[src/rtl/pixel_shader_out_fifo.sv]
// pixel_shader_out_fifo
// Takes the free-running pixel stream from the shader CDC/invert stage, tags
// each pixel with start-of-frame / end-of-line from raster counters, buffers
// tagged pixels in a small show-ahead FIFO and presents them on a valid/ready
// stream. Pixels that arrive while the FIFO is full set a sticky overflow bit.
//
// Ports:
//   clk, rst_n                 clock, asynchronous active-low reset
//   pixel_valid_in             input pixel strobe (no backpressure)
//   pixel_in_r/g/b             input colour channels, WIDTH bits each
//   out_valid / out_ready      output handshake
//   out_data                   head pixel {r,g,b}, r in MSBs
//   out_sof / out_eol          head pixel tags
//   fill_level                 registered entry count, 0..DEPTH
//   overflow / ovf_clear       sticky drop flag and its synchronous clear
module pixel_shader_out_fifo #(
  parameter int unsigned WIDTH    = 8,
  parameter int unsigned ADDR_W   = 4,
  parameter int unsigned H_ACTIVE = 640,
  parameter int unsigned V_ACTIVE = 480
) (
  input  logic                 clk,
  input  logic                 rst_n,
  input  logic                 pixel_valid_in,
  input  logic [WIDTH-1:0]     pixel_in_r,
  input  logic [WIDTH-1:0]     pixel_in_g,
  input  logic [WIDTH-1:0]     pixel_in_b,
  output logic                 out_valid,
  input  logic                 out_ready,
  output logic [3*WIDTH-1:0]   out_data,
  output logic                 out_sof,
  output logic                 out_eol,
  output logic [ADDR_W:0]      fill_level,
  output logic                 overflow,
  input  logic                 ovf_clear
);

  localparam int unsigned DEPTH   = 1 << ADDR_W;
  localparam int unsigned CNT_W   = ADDR_W + 1;
  localparam int unsigned PIX_W   = 3 * WIDTH;
  localparam int unsigned ENTRY_W = PIX_W + 2;
  localparam int unsigned X_W     = (H_ACTIVE > 1) ? $clog2(H_ACTIVE) : 1;
  localparam int unsigned Y_W     = (V_ACTIVE > 1) ? $clog2(V_ACTIVE) : 1;

  // Storage and state
  logic [ENTRY_W-1:0] r_mem [DEPTH];
  logic [ADDR_W-1:0]  r_wr_ptr;
  logic [ADDR_W-1:0]  r_rd_ptr;
  logic [CNT_W-1:0]   r_count;
  logic [X_W-1:0]     r_x;
  logic [Y_W-1:0]     r_y;
  logic               r_overflow;
  logic               r_out_valid;
  logic [ENTRY_W-1:0] r_head;

  // Next-state values
  logic [ADDR_W-1:0]  w_wr_ptr_next;
  logic [ADDR_W-1:0]  w_rd_ptr_next;
  logic [ADDR_W-1:0]  w_rd_ptr_inc;
  logic [CNT_W-1:0]   w_count_next;
  logic [X_W-1:0]     w_x_next;
  logic [Y_W-1:0]     w_y_next;
  logic               w_overflow_next;
  logic               w_out_valid_next;
  logic [ENTRY_W-1:0] w_head_next;

  // Handshake and tag decode
  logic               w_full;
  logic               w_pop;
  logic               w_push;
  logic               w_drop;
  logic               w_x_last;
  logic               w_y_last;
  logic               w_sof;
  logic               w_eol;
  logic [ENTRY_W-1:0] w_entry;

  // Push/pop/drop decisions; a push into a full FIFO is allowed when the head leaves this cycle
  always_comb begin
    w_full   = (r_count == CNT_W'(DEPTH));
    w_pop    = r_out_valid && out_ready;
    w_push   = pixel_valid_in && (!w_full || w_pop);
    w_drop   = pixel_valid_in && !w_push;
    w_x_last = (r_x == X_W'(H_ACTIVE - 1));
    w_y_last = (r_y == Y_W'(V_ACTIVE - 1));
    w_sof    = (r_x == '0) && (r_y == '0);
    w_eol    = w_x_last;
    w_entry  = {w_sof, w_eol, pixel_in_r, pixel_in_g, pixel_in_b};
  end

  // Raster counters track every input pixel, stored or dropped
  always_comb begin
    w_x_next = r_x;
    w_y_next = r_y;
    if (pixel_valid_in) begin
      if (w_x_last) begin
        w_x_next = '0;
        w_y_next = w_y_last ? '0 : r_y + Y_W'(1);
      end else begin
        w_x_next = r_x + X_W'(1);
      end
    end
  end

  // Pointer, count and overflow update
  always_comb begin
    w_rd_ptr_inc  = r_rd_ptr + ADDR_W'(1);
    w_wr_ptr_next = w_push ? r_wr_ptr + ADDR_W'(1) : r_wr_ptr;
    w_rd_ptr_next = w_pop ? w_rd_ptr_inc : r_rd_ptr;
    w_count_next  = r_count;
    unique case ({w_push, w_pop})
      2'b10:   w_count_next = r_count + CNT_W'(1);
      2'b01:   w_count_next = r_count - CNT_W'(1);
      default: w_count_next = r_count;
    endcase
    w_out_valid_next = (w_count_next != '0);
    // Set has priority over clear
    w_overflow_next = r_overflow;
    if (w_drop) begin
      w_overflow_next = 1'b1;
    end else if (ovf_clear) begin
      w_overflow_next = 1'b0;
    end
  end

  // Registered head entry: keeps outputs flopped while acting as show-ahead.
  // Zero whenever the FIFO becomes empty.
  always_comb begin
    w_head_next = r_head;
    if (w_pop) begin
      if (r_count >= CNT_W'(2)) begin
        w_head_next = r_mem[w_rd_ptr_inc];
      end else if (w_push) begin
        w_head_next = w_entry;
      end else begin
        w_head_next = '0;
      end
    end else if ((r_count == '0) && w_push) begin
      w_head_next = w_entry;
    end
  end

  // Entry storage; contents need no reset since pointers define validity
  always_ff @(posedge clk) begin
    if (w_push) begin
      r_mem[r_wr_ptr] <= w_entry;
    end
  end

  // State registers
  always_ff @(posedge clk or negedge rst_n) begin
    if (!rst_n) begin
      r_wr_ptr    <= '0;
      r_rd_ptr    <= '0;
      r_count     <= '0;
      r_x         <= '0;
      r_y         <= '0;
      r_overflow  <= 1'b0;
      r_out_valid <= 1'b0;
      r_head      <= '0;
    end else begin
      r_wr_ptr    <= w_wr_ptr_next;
      r_rd_ptr    <= w_rd_ptr_next;
      r_count     <= w_count_next;
      r_x         <= w_x_next;
      r_y         <= w_y_next;
      r_overflow  <= w_overflow_next;
      r_out_valid <= w_out_valid_next;
      r_head      <= w_head_next;
    end
  end

  // Outputs come straight from registers
  assign out_valid  = r_out_valid;
  assign out_sof    = r_head[ENTRY_W-1];
  assign out_eol    = r_head[ENTRY_W-2];
  assign out_data   = r_head[PIX_W-1:0];
  assign fill_level = r_count;
  assign overflow   = r_overflow;

endmodule

[config.mk]
export PLATFORM = sky130hd
export DESIGN_NAME = pixel_shader_out_fifo
export DESIGN_NICKNAME = d
export VERILOG_FILES = /design/src/rtl/pixel_shader_out_fifo.sv
export SDC_FILE = /design/constraint.sdc
export NUM_CORES = 1
export LEC_CHECK = 0
export CAP_MARGIN = 20
export CORE_AREA = 2 2 189 191
export DETAILED_ROUTE_END_ITERATION = 10
export DIE_AREA = 0 0 191 193
export DONT_BUFFER_PORTS = 1
export MAX_ROUTING_LAYER = met4
export PLACE_DENSITY = 0.81
export REMOVE_ABC_BUFFERS = 1
export SKIP_CTS_REPAIR_TIMING = 1
export SYNTH_ARGS = -nofsm -noshare
export SYNTH_HDL_FRONTEND = slang
export SYNTH_SLANG_ARGS = --single-unit
[constraint.sdc]
create_clock -name clk -period 8.34 [get_ports clk]
set_clock_uncertainty 0.05 [all_clocks]
set_input_delay 1.668 -clock clk [delete_from_list [all_inputs] [get_ports clk]]
set_output_delay 1.668 -clock clk [all_outputs]
set_load 0.01 [all_outputs]
Word-level counts from Yosys, hierarchy flattened. Memory sizes are Yosys's and may differ from the RTL's. Cells that the tools add are included.

ROM bits: 0. Logic and storage cells: 47. Flip-flop bits (word level): 60. Bits in latches: 0. Memories kept: 1. Bits in writable memories: 416. Bits of input ports: 29. Output and inout bits: 33.

Equality and inequality tests: 5. Muxes and demuxes: 11. Divide/modulo/power cells: 0. Reduce and logical (&&, ||, !) cells: 15. $lt $le $gt $ge: 1. Multiply operators: 0. Add/sub/neg operators: 6. Bitwise logic cells: 0. Shift operators: 0.

Memory list: r_mem (depth 16, bits a word 26, read ports 1, clocked after Yosys merged registers in 0, write ports 1, line 46) `logic [ENTRY_W-1:0] r_mem [DEPTH];`.

Operators by type and width (count): 26-bit two-way mux (4); 10-bit by 1-bit adder with 10-bit output (second input constant) (1); 10-bit == test (second input constant) (1); 10-bit zero test (1); 10-bit two-way mux (1); 5-bit case mux with 2 select lines (1); 9-bit by 1-bit adder with 9-bit output (second input constant) (1); 9-bit == test (second input constant) (1); 9-bit zero test (1); 9-bit two-way mux (1); 4-bit by 1-bit adder with 4-bit output (second input constant) (2); 5-bit by 1-bit adder with 5-bit output (second input constant) (1); 5-bit == test (second input constant) (1); 5-bit by 2-bit greater-or-equal comparator with 1-bit output (second input constant) (1); 1-bit logical AND (5); 5-bit zero test (1); 5-bit nonzero test (1); 5-bit by 1-bit subtractor with 5-bit output (second input constant) (1); 1-bit two-way mux (4); 2-bit nonzero test (2); 2-bit by 1-bit == test with 1-bit output (second input constant) (1); 2-bit == test (second input constant) (1); 1-bit zero test (2); 2-bit AND reduction (1); 1-bit logical OR (1).

Logic depth before layout (Yosys ltp).
Depth after elaboration: 7. Gate-level depth with buffers: 9. Gate-level depth less buffers: 9.

Worst setup path after synthesis. No wires, ideal clock.

Path kind: input -> register. Start: input out_ready. End: memory r_mem[4][0] in the netlist's numbering, enable pin. Setup slack: 3617 ps. Stages: 6. Path buffers: 2. Data required time: 7848 ps. Data arrival time: 4232 ps. Library setup time: 442 ps. Path through: and2_1 -> clkbuf_1 -> o21a_1 -> buf_2 -> nand2_1 -> nor3_1.

Word-level cells in the longest chain between the ends: 5.

RTL lines: from (decl) (line 29) `input logic out_ready,`; 1-bit logical AND (line 81) `w_pop = r_out_valid && out_ready;`; 1-bit logical OR (line 82) `w_push = pixel_valid_in && (!w_full || w_pop);`; 1-bit logical AND (line 82); 1-bit two-way mux (line 145) `if (w_push) begin`; 1-bit two-way mux (implied by the code) (line 146) `r_mem[r_wr_ptr] <= w_entry;`; to (decl) (line 46).

Every way passes these cells.

Worst setup path in the final report.
Start: input out_ready. End: register r_out_valid, in the netlist out_valid.

Word-level cells in the longest chain between the ends: 6. Elaborated cells between the ends (all ways): 7. Classes of those cells: 2 x eq/ne; 1 x mux; 4 x reduce/logical.

RTL lines: 1-bit logical AND (*) (line 81); 1-bit logical OR (line 82); 1-bit logical AND (line 82); 2-bit by 1-bit == test with 1-bit output or 2-bit == test (tied branches) (line 111) `unique case ({w_push, w_pop})`; 5-bit case mux with 2 select lines (*) (line 111); via w_count_next[1] (line 60) `logic [CNT_W-1:0] w_count_next;`; 5-bit nonzero test (*) (line 116) `w_out_valid_next = (w_count_next != '0);`; via w_out_valid_next (line 64) `logic w_out_valid_next;`; to (signal assigned) (line 168) `r_out_valid <= w_out_valid_next;`; to (decl) (line 53) `logic r_out_valid;`.

The timed path passes the listed nets; every way through them passes the cells marked *. A chain may end at the register's enable or synchronous reset.

==> impl_metrics.json <==
{
  "clockRootBuffer": "clkbuf_16",
  "viasPerCell": 6.281,
  "num_io_pins": 62,
  "min_period_ns": 3.850,
  "crit_top_cell": "or3_1",
  "antenna_found_initial": 0,
  "synth_edf_count": 416,
  "clockPowerShare_pct": 28.1,
  "initial_core_util_pct": 53.85,
  "synthArstFlopShare_pct": 12.61,
  "syn_inst": 1052,
  "design.core.area_um2": 34960,
  "netlist_area_um2": 18830,
  "synthAdderAreaFrac_pct": 0.9038,
  "worst_hold_startpoint": "r_rd_ptr[3]",
  "synth_top_area_share_pct": 66.35,
  "nets": 1100,
  "die_height_um": 193,
  "drive_gt1_share_pct": 19.73,
  "critPathMaxFanout": 15,
  "min_to": "r_rd_ptr[3]",
  "startpoint_type": "input pin",
  "seq_area_frac_synth_pct": 74.33,
  "stdcell_count": 1556,
  "synth_commonest_cells": "edfxtp_1, nand2_1, mux4_2, a21oi_1, dfrtp_1",
  "worst-r2r-cell-count": 7,
  "final_hold_viol_count": 0,
  "wl_per_cell_um": 26.19,
  "dieArea_um2": 36860,
  "antenna_left": 0,
  "syn_to_final_growth_pct": 11.15,
  "insertion_delay_ns": 0.56,
  "gp_congestion": 0.8238,
  "pwr-share-seq_pct": 41.3,
  "fmax_mhz": 259.7,
  "switching_share_pct": 32.38,
  "groute.usage.overall_pct": 23.62,
  "rsz0062_at_grt": "no",
  "io_buffers": 0,
  "die_w_um": 191,
  "ys_types": 44,
  "cts_sinks": 476,
  "reg2reg_slack_ns": 4.73,
  "critPathSlowestCell": "nor2_1",
  "critPathArrivalTime_ns": 4.24,
  "synth_simple_gate_area_share_pct": 5.343,
  "max_slew_margin_pct": 24.58,
  "drv_cap": 0,
  "r2r_end": "r_head[12]",
  "path_clk_slew_ns": 0.07,
  "period_share_pct": 46.16,
  "p_int_mw": 5.143,
  "synthMuxAreaShare_pct": 12.50,
  "place_inst": 1471,
  "synth_area_leaders": "edfxtp_1, mux4_2, dfrtp_1",
  "max-vdd-ir-drop_mv": 0.2816,
  "worstHoldPathType": "reg -> reg",
  "syn_avg_cell_area_um2": 17.90,
  "synth_warnings": 0,
  "synthFlopType": "edfxtp_1",
  "clock_path_buffers": 3,
  "remaining_drc_errors": 0,
  "power_density_nw_per_um2": 363.4,
  "synth_top_family_by_area": "multiplexers",
  "via_count": 9774,
  "synth_xor_area_share_pct": 0.9769,
  "overflow": 0,
  "cp.required_ns": 8.73,
  "slowest_delay_ns": 0.54,
  "p_comb_share_pct": 30.6,
  "final-setup-viol-count": 0,
  "routed_wl_um": 40750,
  "drt-pass1-iter-count": 5,
  "outcome": "finished clean",
  "grt_max_degree": 75,
  "num_rows": 69,
  "power.leakage_nw": 6.928,
  "cts_buffers": 46,
  "cp_cell_sequence": "nand2_1 -> nor2_1 -> fa_1 -> and3_1 -> a211oi_1 -> a31oi_1 -> or3_1 -> or3_1",
  "tightest_slew_ns": 1.131,
  "final_max_slew_viol_count": 0,
  "synth_top_area_cell": "edfxtp_1",
  "synth_seq_cells": 476,
  "diodes": 0,
  "drt_iter0_markers": 1122,
  "synth_compound_area_share_pct": 4.326,
  "synth_most_common_cell": "edfxtp_1",
  "p_sw_mw": 2.462,
  "whs_path_depth": 1,
  "first_global_vias": 10140,
  "tns_ns": 0,
  "crit_type": "in -> reg",
  "dp_hpwl_um": 20860,
  "grt_pass1_wl_um": 62470,
  "cp-end-kind": "flop",
  "cts_tree": "built",
  "r2r_start": "r_rd_ptr[0]",
  "htree_levels": 2
}
## worst max-delay path: cells and delay by family
family	cells	cell delay (ns)
AND/OR/NAND/NOR	5	1.71
adder cells (fa/ha/maj)	1	0.54
AO/OA/AOI/OAI	2	0.32
## power groups by stage
| stage | Combinational (mW) | Sequential, mW | Clock (mW) |
|---|---|---|---|
| 4_1_cts | 2.34 | 3.15 | 2.16 |
| 3_3_place_gp | 2.25 | 3.17 | 0 |
| 5_1_grt | 2.52 | 3.17 | 2.25 |
| 6_report | 2.33 | 3.14 | 2.14 |
| 3_5_place_dp | 2.29 | 3.19 | 0 |
| 2_1_floorplan | 1.75 | 3.21 | 0 |
## worst max-delay path by stage
stage	slack [ns]	to	from
floorplan	0.65	r_head[25]	r_rd_ptr[0]
global placement	4.15	out_valid	out_ready
detailed placement	4.03	out_valid	out_ready
CTS	4.57	out_valid	out_ready
global route	4.23	out_valid	out_ready
finish	4.49	out_valid	out_ready
## through the flow
step                      setup WS, ns  util [%]  hold slack, ns  area (um^2)  total power, mW
after global placement           4.151     55.39          0.4303        19370            5.420
after floorplan                 0.6468         -          0.4107        18570            4.962
after global routing             4.225     59.85          0.4845        20930            7.941
final                            4.490     59.85          0.4435        20930            7.605
after detailed placement         4.032     55.39          0.4334        19370            5.473
after CTS                        4.574     59.82          0.4450        20920            7.652
## area by class of cell
type	instances	area (um^2)
Fill cell	2406	14040
Multi-Input combinational cell	506	4644
Clock buffer	62	1262
Timing Repair Buffer	14	105.1
Sequential cell	476	14000
Inverter	14	52.55
Tap cell	461	576.8
Clock inverter	23	287.8
## routing by layer
layer | GRT usage (%) | up-vias | share of wire [%]
li1 | - | 4150 | -
met1 | 29.99 | 5030 | 38
met2 | 38.49 | 497 | 51
met3 | 4.290 | 97 | 7.8
met4 | 8.885 | 0 | 3.3
met5 | - | - | 0
## registers in the layout (all words and copies together), names as in the netlist
register    flops
r_mem         416
r_head         26
r_x            10
r_y             9
fill_level      5
r_rd_ptr        4
r_wr_ptr        4
out_valid       1
overflow        1
## cells by family after synthesis
group,Yosys count
DFF,476
adders and majority gates,13
and+or+nand+nor,226
xor gates and xnor gates,21
muxes,105
buffers and inverters,70
AOI/OAI and AO/OA,141
## cells in the final DEF, fill, tap and decap left out, types with 4 or more instances in the layout
cell type  synthesis  final
o21ai_0           13     13
and3_1             7      7
nand4_1            9      9
xor2_1             5      4
nor2_4             0      4
inv_1             14     14
clkinv_1           0      5
ha_1              12     11
mux4_2           104    104
nand2b_1           4      4
nand2_1          130    130
edfxtp_1         416    416
clkbuf_16          0     47
and2_2             0      8
clkbuf_1          34     12
nand3_1            5      5
a21oi_1           85     85
bufinv_16          0      6
a211oi_1          28     28
clkinv_2           0      7
xnor2_1           16     15
nor2_1            40     35
buf_4              7     14
dfrtp_1           60     59
nor3_2             0      4
No activity file was read; power rests on OpenSTA's default activity.
